$ cat src/rtl/seq_detect_param.sv
// seq_detect_param: serial sequence detector with a pattern that can be
// reloaded at run time. Bits arrive MSB first, qualified by din_valid.
// Overlapping or non-overlapping detection is selected per match, and
// matches are counted in a saturating counter.
//
// Ports:
//   clk         rising-edge clock
//   reset       asynchronous active-low reset
//   din_valid   qualifies din
//   din         serial data bit
//   pat_load    load pat_in as the active pattern; a simultaneous din is dropped
//   pat_in      new pattern; bit PAT_W-1 is compared against the oldest bit
//   overlap_en  1: overlapping detection, 0: non-overlapping
//   cnt_clr     synchronous clear of match_cnt
//   z           registered one-cycle match pulse
//   match_cnt   saturating match count
//   pat         active pattern
module seq_detect_param #(
  parameter int unsigned       PAT_W     = 5,
  parameter logic [PAT_W-1:0]  RESET_PAT = PAT_W'(5'b11011),
  parameter int unsigned       CNT_W     = 8
) (
  input  logic             clk,
  input  logic             reset,
  input  logic             din_valid,
  input  logic             din,
  input  logic             pat_load,
  input  logic [PAT_W-1:0] pat_in,
  input  logic             overlap_en,
  input  logic             cnt_clr,
  output logic             z,
  output logic [CNT_W-1:0] match_cnt,
  output logic [PAT_W-1:0] pat
);

  localparam int unsigned FILL_W = (PAT_W > 2) ? $clog2(PAT_W) : 1;
  localparam logic [FILL_W-1:0] FILL_FULL = FILL_W'(PAT_W - 1);
  localparam logic [CNT_W-1:0]  CNT_MAX   = '1;

  logic [PAT_W-2:0] hist;
  logic [FILL_W-1:0] fill;

  logic [PAT_W-2:0]  hist_nxt;
  logic [FILL_W-1:0] fill_nxt;
  logic [PAT_W-1:0]  pat_nxt;
  logic [CNT_W-1:0]  cnt_nxt;
  logic              z_nxt;

  logic              accept;
  logic [PAT_W-1:0]  cand;
  logic              match;

  // Match decode: the history is only trusted once fill is saturated.
  always_comb begin
    accept = din_valid & ~pat_load;
    cand   = {hist, din};
    match  = accept && (fill == FILL_FULL) && (cand == pat);
  end

  // Next-state for history, fill, pattern, pulse and counter.
  always_comb begin
    hist_nxt = hist;
    fill_nxt = fill;
    pat_nxt  = pat;
    cnt_nxt  = match_cnt;
    z_nxt    = match;

    if (pat_load) begin
      pat_nxt  = pat_in;
      fill_nxt = '0;
    end else if (accept) begin
      hist_nxt = cand[PAT_W-2:0];
      if (match && !overlap_en) begin
        // Non-overlapping: demand PAT_W fresh bits before the next match.
        fill_nxt = '0;
      end else if (fill != FILL_FULL) begin
        fill_nxt = fill + FILL_W'(1);
      end
    end

    // Clear wins over the old count, but a coincident match still counts.
    if (cnt_clr) begin
      cnt_nxt = match ? CNT_W'(1) : '0;
    end else if (match && (match_cnt != CNT_MAX)) begin
      cnt_nxt = match_cnt + CNT_W'(1);
    end
  end

  // State and output registers.
  always_ff @(posedge clk or negedge reset) begin
    if (!reset) begin
      hist      <= '0;
      fill      <= '0;
      pat       <= RESET_PAT;
      z         <= 1'b0;
      match_cnt <= '0;
    end else begin
      hist      <= hist_nxt;
      fill      <= fill_nxt;
      pat       <= pat_nxt;
      z         <= z_nxt;
      match_cnt <= cnt_nxt;
    end
  end

endmodule

$ cat config.mk
export PLATFORM = sky130hd
export DESIGN_NAME = seq_detect_param
export DESIGN_NICKNAME = d
export VERILOG_FILES = /design/src/rtl/seq_detect_param.sv
export SDC_FILE = /design/constraint.sdc
export NUM_CORES = 1
export LEC_CHECK = 0
export ABC_AREA = 1
export CAP_MARGIN = 0
export CELL_PAD_IN_SITES_DETAIL_PLACEMENT = 1
export CELL_PAD_IN_SITES_GLOBAL_PLACEMENT = 1
export CORE_MARGIN = 3
export CORE_UTILIZATION = 38
export CTS_CLUSTER_DIAMETER = 50
export DETAILED_ROUTE_END_ITERATION = 16
export GPL_TIMING_DRIVEN = 0
export MAX_ROUTING_LAYER = met4
export PLACE_DENSITY = 0.81
export SLEW_MARGIN = 20
export SYNTH_ARGS = -nofsm -noshare
export SYNTH_HDL_FRONTEND = slang
export SYNTH_SLANG_ARGS = --single-unit
export TNS_END_PERCENT = 50
$ cat constraint.sdc
create_clock -name clk -period 3.44 [get_ports clk]
set_clock_uncertainty 0.2 [all_clocks]
set_input_delay 0.688 -clock clk [delete_from_list [all_inputs] [get_ports clk]]
set_output_delay 0.688 -clock clk [all_outputs]
set_load 0.02 [all_outputs]
# After elaboration in Yosys (flattened, before gate mapping)
# Index checks and enable logic that the tools add are counted.
[word_totals]
ff_bits = 21
in_bits = 12
output_inout_bits = 14
wordCells = 30
[classes]
add_sub_neg = 2
n_eq_ne = 4
mux = 7
bitwise = 2
reduce_logical = 10
[ops]
columns = ["operator", "n"]
rows = [
  ["8-bit 2-to-1 mux", 2],
  ["3-bit 2-to-1 mux", 4],
  ["8-bit by 1-bit adder with 8-bit output, second input constant", 1],
  ["8-bit != test, second input constant", 1],
  ["5-bit equality test", 1],
  ["1-bit logical AND", 4],
  ["2-bit AND reduction", 2],
  ["2-bit nonzero test", 2],
  ["3-bit by 1-bit adder with 3-bit output, second input constant", 1],
  ["3-bit equality test, second input constant", 1],
  ["3-bit != test, second input constant", 1],
  ["3-bit nonzero test", 1],
  ["1-bit bitwise AND", 1],
  ["1-bit logical NOT", 1],
  ["1-bit 2-to-1 mux", 1],
  ["1-bit NOT", 1],
]

# Logic depth before layout (Yosys ltp)
[depth]
word_depth = 8
depth_mapped = 13
mapped_depth_nobuf = 13

# Worst setup path before layout
# Ideal clock, no wire load.
[synth_timing]
path_type = "input to register"
start = "input din_valid"
end = "register match_cnt[2]"
setup_time_ns = 0.119
arrival_ns = 1.568
required_time_ns = 3.121
slack_ns = 1.554
cell_stages = 11
path_cell_list = "inv_1 nor2_4 nand2_2 nor2_2 nand2_1 nor2_2 nand2_1 nand2_2 inv_2 nand2_1 o21ai_2"
[synth_via]
elab_chain_cells = 5
[synth_rtl]
columns = ["element", "line_no", "rtl"]
rows = [
  ["start, declared", "25", "input logic din_valid,"],
  ["1-bit bitwise AND", "55", "accept = din_valid & ~pat_load;"],
  ["1-bit logical AND (2 in series)", "57", "match = accept && (fill == FILL_FULL) && (cand == pat);"],
  ["1-bit logical AND", "84", "end else if (match && (match_cnt != CNT_MAX)) begin"],
  ["2-bit nonzero test (no source line)", "--", ""],
  ["end signal, assigned", "102", "match_cnt <= cnt_nxt;"],
  ["end, declared", "32", "output logic [CNT_W-1:0] match_cnt,"],
]
# No other way between the ends.
# A chain may end at the register's enable or synchronous reset.

# Final worst setup path
[layout_timing]
start = "register pat[1]"
end = "output pat[1]"
[layout_rtl]
columns = ["element", "line_no", "rtl"]
rows = [
  ["start, declared", "33", "output logic [PAT_W-1:0] pat"],
  ["start signal, assigned", "100", "pat <= pat_nxt;"],
]
# No word-level cell between the ends.

==> summary.md <==
| Metric | Value |
|---|---|
| Worst skew pair latency | 300 ps |
| Crit path cell chain | clkdlybuf4s50_1 |
| Worst-path clk slew | 110 ps |
| Crit path DAT | 1480 ps |
| Max transition margin | 36.3% |
| First-pass DRT Iterations | 4 |
| Minimum clock period | 2360 ps |
| Crit path launch type | flip-flop |
| Layout area overhead | 27.1% |
| RSZ-0062 raised after global routing | no |
| Family with the most delay on the worst path | buffers and inverters |
| Placed cells | 212 |
| Sequential element share of the synthesized area | 45.6% |
| DRC viols | 0 |
| Number of global-route vias before repair | 1160 |
| Routed Antenna Nets | 0 |
| Core box area | 2830 um2 |
| Gpl congestion | 0.879 |
| Outcome | completed |
| Area after DPL | 1450 um2 |
| IO buf count | 25 |
| I/O Pins | 26 |
| Final Non-Filler Cells | 216 |
| Die Y | 61.3 um |
| Slowest stage delay, CP | 610 ps |
| Critical path class | flip-flop to output pin |
| Peak VDD IR | 212 uV |
| # resized after CTS | 0 |
| First-pass GRT wire length | 4830 um |
| Rows | 19 |
| Full die area | 3760 um2 |
| Filler cell count | 367 |
| Distinct cell type count of the synthesized netlist | 21 |
| Fraction of layout cells with a size suffix above 1 | 9.73% |
| GR Util All Layers | 17.7% |
| Synth warn | 0 |
| DR vias/cell | 5.08 |
| Max Cap Viol | 0 |
| Num CTS Buffers | 3 |
| Req. time, crit path | 2550 ps |
| Starting Density | 41.1% |
| Syn nets | 171 |
| # diodes | 0 |
| Crit path buffers/inverters | 1 |
| Post-route setup TNS | 0 ps |
| Detailed-route via count | 1097 |
| Max Freq | 423 MHz |
| Post-CTS Setup Repair Bufs | 0 |
| Initial antenna violation count | 0 |
| Final setup fails | 0 |
| Final HPWL DP | 2250 um |
| Final period util | 68.7% |
| Fin. max-slew vios | 0 |
| Power per Cell Area | 334 nW/um2 |
| Final #Nets | 201 |
| Final WL | 2770 um |
| Most frequent cells in the layout | nand2_1, clkdlybuf4s50_1, inv_1 |
| Clk buf depth | 2 |
| Slowest CP cell | clkdlybuf4s50_1 |
| Finished Cell Area | 1480 um2 |
| WL/cell | 12.8 um |
| GRT overflow | 0 |
| Min-Delay Path Class | flip-flop to flip-flop |
| Cells after Synth | 156 |
| Fin. Hold Viols | 0 |
| Initial DRC Count | 62 |
| Hold buffer count at CTS | 0 |
| Flops & latches, synth | 21 |
| Synthesized cell area | 1160 um2 |
| CTS Root Cell | clkbuf_4 |
| Post-Syn Area per Cell | 7.45 um2 |
| Die X | 61.3 um |
| CTS tree | yes |
| Leakage Power | 0.000744 uW |
| Endpoint class of the critical path | output pin |
| Pin count of the biggest net entering global routing | 22 |
| CTS Sinks | 21 |
| Slew at the pin with the worst max-slew slack | 953 ps |
| Commonest non-fill, non-tap cell in the layout | nand2_1 |
| WHS | 322 ps |
| CTS H-Tree Depth | 1 |
| Crit path max fanout | 3 |
==> sequential cells by signal, summed over array words and instances (netlist names) <==
signal / flops
match_cnt: 8
fill: 3
hist: 4
pat: 5
z: 1
==> path summary, 6_finish.rpt <==
path,startpoint,endpoint,slack (ps),depth (start not counted)
setup reg to reg,fill[0],match_cnt[7],1530,13
min in group asynchronous,reset,match_cnt[5],700,1
hold reg to reg,pat[3],pat[3],320,2
max in group asynchronous,reset,pat[2],1760,1
setup / recovery,pat[1],pat[1],1080,1
hold / removal,pat[3],pat[3],320,2
==> synth_stat cells, drive strengths merged <==
cell	instances	area [um2]
nand3	8	40.0
xor2	2	17.5
nand2	60	230
dfstp	4	105
nor2	10	50.1
dfrtp	17	425
nor4	1	6.26
clkbuf	1	3.75
o21ai	14	77.6
inv	22	82.6
ha	3	37.5
nand4	8	50.1
nor3	3	20.0
clkinv	1	3.75
or2	2	12.5
==> cell families (layout without fill, tap and decap cells) <==
family | after synthesis | after routing | synth area share [%]
AO/OA/AOI/OAI | 14 | 14 | 6.67
XOR/XNOR | 2 | 2 | 1.51
adder cells (fa/ha/maj) | 3 | 3 | 3.23
buffers and inverters | 24 | 53 | 7.75
flip-flops | 21 | 21 | 45.6
AND/OR/NAND/NOR | 92 | 92 | 35.2
==> through the flow <==
stage                     util (%)  setup WS, ps  total power (uW)
after floorplan                  -          1550               333
after global placement        51.3           889               373
after detailed placement      51.3           832               379
after CTS                     52.2          1060               501
after global routing          52.2          1010               526
final                         52.2          1080               493
==> power breakdown <==
part	internal (uW)	switching, uW	leakage (uW)
clock	45.2	75.6	0.0000150
combinational	38.4	57.2	0.000459
sequential	265	11.7	0.000270
total	349	144	0.000744
==> per-layer routing <==
layer	up-vias	GRT usage, %	wire, um
li1	552	-	-
met1	521	19.9	1170
met2	20	31.3	1460
met3	4	3.35	110
met4	0	5.88	30
met5	-	-	0
==> cell type report <==
| class | count | area (um2) | area share [%] |
|---|---|---|---|
| well taps | 31 | 38.8 | 2.62 |
| flip-flops and latches | 21 | 531 | 35.9 |
| plain buffers | 1 | 3.75 | 0.254 |
| inverters | 23 | 86.3 | 5.84 |
| multi-input cells | 111 | 542 | 36.7 |
| repair buffers | 25 | 250 | 16.9 |
| clock buffers | 4 | 26.3 | 1.78 |
(Power assumes the default switching activity.)
==> RTL change (config.mk and constraints unchanged) <==
Register the inputs `din_valid`, `din`, `pat_load`, `pat_in`, `overlap_en` and `cnt_clr` before use, with the module's reset. The logic sees them one clock later.
--- a/src/rtl/seq_detect_param.sv
+++ b/src/rtl/seq_detect_param.sv
@@ -37,6 +37,31 @@
   localparam logic [FILL_W-1:0] FILL_FULL = FILL_W'(PAT_W - 1);
   localparam logic [CNT_W-1:0]  CNT_MAX   = '1;
 
+  logic din_valid_q;
+  logic din_q;
+  logic pat_load_q;
+  logic [PAT_W-1:0] pat_q;
+  logic overlap_en_q;
+  logic cnt_clr_q;
+
+  always_ff @(posedge clk or negedge reset) begin
+    if (!reset) begin
+      din_valid_q  <= '0;
+      din_q        <= '0;
+      pat_load_q   <= '0;
+      pat_q        <= '0;
+      overlap_en_q <= '0;
+      cnt_clr_q    <= '0;
+    end else begin
+      din_valid_q  <= din_valid;
+      din_q        <= din;
+      pat_load_q   <= pat_load;
+      pat_q        <= pat_in;
+      overlap_en_q <= overlap_en;
+      cnt_clr_q    <= cnt_clr;
+    end
+  end
+
   logic [PAT_W-2:0] hist;
   logic [FILL_W-1:0] fill;
 
@@ -52,8 +77,8 @@
 
   // Match decode: the history is only trusted once fill is saturated.
   always_comb begin
-    accept = din_valid & ~pat_load;
-    cand   = {hist, din};
+    accept = din_valid_q & ~pat_load_q;
+    cand   = {hist, din_q};
     match  = accept && (fill == FILL_FULL) && (cand == pat);
   end
 
@@ -65,12 +90,12 @@
     cnt_nxt  = match_cnt;
     z_nxt    = match;
 
-    if (pat_load) begin
-      pat_nxt  = pat_in;
+    if (pat_load_q) begin
+      pat_nxt  = pat_q;
       fill_nxt = '0;
     end else if (accept) begin
       hist_nxt = cand[PAT_W-2:0];
-      if (match && !overlap_en) begin
+      if (match && !overlap_en_q) begin
         // Non-overlapping: demand PAT_W fresh bits before the next match.
         fill_nxt = '0;
       end else if (fill != FILL_FULL) begin
@@ -79,7 +104,7 @@
     end
 
     // Clear wins over the old count, but a coincident match still counts.
-    if (cnt_clr) begin
+    if (cnt_clr_q) begin
       cnt_nxt = match ? CNT_W'(1) : '0;
     end else if (match && (match_cnt != CNT_MAX)) begin
       cnt_nxt = match_cnt + CNT_W'(1);
Formal check against the unedited RTL: not equivalent (a bounded check fails within 4 cycles, from zero or initial values and one cycle with reset low).
==> RTL change against the unedited design <==
Wire length grew 14%; cell area up 25%; setup slack gained 0.047 ns; count of clock-buffer cells in the layout rose by 2; largest power group unchanged; synthesized area rose by 26%; power increased by 61%; utilization rose by 0.43 points; critical path type unchanged; sequential cell count up 10.
==> RTL change: results (changes against the unedited design) <==
metric;value;unit;change
CTS clk-pin slew, worst paths;0.07;ns;-0.04 ns
Net Sw Power;221.5;µW;+53%
R2R depth;10;;-3
Post-Synth XOR/XNOR Area;2.389;%;+0.88 points
Fillers;436;;+19%
first-pass GRT wire length;5471;µm;+13%
placed cells;234;;+10%
DRT iter0 DRCs;34;;-45%
all-layer global routing usage;16.47;%;-1.2 points
Post-Syn Instances;163;;+4.5%
status;finished clean;;
Post-Synth Adder-Cell Area;2.560;%;-0.67 points
count of cell types in the netlist;24;;+14%
routed len/inst;13.07;µm;+1.9%
layout net count;210;;+4.5%
Worst slew margin;54.93;%;+19 points
Area contributors post-synth;dfrtp_1 (46%), nand2_1 (12%), dfstp_2 (7.2%);;
vias in the first global route;1213;;+4.6%
CP arrival;1.43;ns;-0.05 ns
Hold Path Class;input port to asynchronous set/reset pin;;
share of cells above drive strength 1;13.78;%;+4.0 points
worst vdd ir;0.2419;mV;+14%
sequential element share of the synthesized area;53.24;%;+7.6 points
pin count of the biggest net entering global routing;32;;+45%
flop-to-flop setup slack;1.61;ns;+0.08 ns
RD Place Congestion;0.7731;;-12%
clock root cell;clkbuf_8;;
Worst-Skew Late Latency;0.28;ns;-0.02 ns
syn_nets;178;;+4.1%
post-synthesis compound-gate area fraction;6.911;%;+0.24 points
Worst R2R End;match_cnt[4]$_DFFE_PN0P_;;
vias per inst;4.769;;-6.1%
first-pass iteration count of the detailed router;2;;-2
HPWL after detailed placement;2413;µm;+7.0%
[RTL change: cell types whose count changed after synthesis, sizes merged, moves of 2 or more]
cell	change
nand3	-2
dfrtp	+10
inv	+4
nor2	+4
nand2	-11
o21ai	+3
nor3	-2
[RTL change: how the worst max path moves through the flow]
stage | from | cells past startpoint | endpoint | slack [ns]
after floorplan | match_cnt[1]$_DFFE_PN0P_ | 10 | match_cnt[6]$_DFFE_PN0P_ | 1.71
after global placement | reset | 1 | pat[2]$_DFFE_PN0P_ | 0.92
after detailed placement | pat[0]$_DFFE_PN1P_ | 1 | pat[0] | 1.42
after CTS | pat[0]$_DFFE_PN1P_ | 1 | pat[0] | 1.11
after global routing | pat[1]$_DFFE_PN1P_ | 1 | pat[1] | 1.07
final | pat[0]$_DFFE_PN1P_ | 1 | pat[0] | 1.12
[RTL change: power by group through the flow]
stage | clock, µW | sequential, µW | combinational, µW
3_5_place_dp | 0 | 412 | 110
2_1_floorplan | 0 | 415 | 59.9
4_1_cts | 287 | 406 | 111
6_report | 280 | 406 | 108
3_3_place_gp | 0 | 410 | 105
5_1_grt | 304 | 409 | 122
[RTL change: per-stage QoR]
step	area [µm²]	hold WS [ns]
2_1_floorplan	1466	0.1924
3_3_place_gp	1774	0.2392
3_5_place_dp	1769	0.2605
4_1_cts	1854	0.2646
5_1_grt	1854	0.2982
6_report	1854	0.2337
[RTL change: cell type report]
type	count	area [µm²]	area share (%)
Timing Repair Buffer	25	245.2	13.23
Clock inverter	2	12.51	0.6748
Multi-Input combinational cell	105	584.3	31.51
Clock buffer	6	72.57	3.914
Tap cell	46	57.56	3.104
Inverter	26	97.59	5.263
Buffer	1	3.754	0.2024
Sequential cell	31	780.7	42.11
[RTL change: kinds of logic after synthesis]
kind of cell,Yosys count
AND/OR/NAND/NOR,80
adder cells (fa/ha/maj),3
buffers and inverters,27
flip-flops,31
AO/OA/AOI/OAI,18
XOR/XNOR,4
[RTL change: per-layer routing]
metal / share of wire, % / wire (µm) / track usage [%] / vias up
met2: 51 / 1609 / 27.32 / 21
met5: 0 / 0 / - / -
met1: 44 / 1377 / 19.75 / 554
met3: 4.8 / 153 / 4.926 / 3
met4: 0.76 / 24 / 3.722 / 0
li1: - / - / - / 576
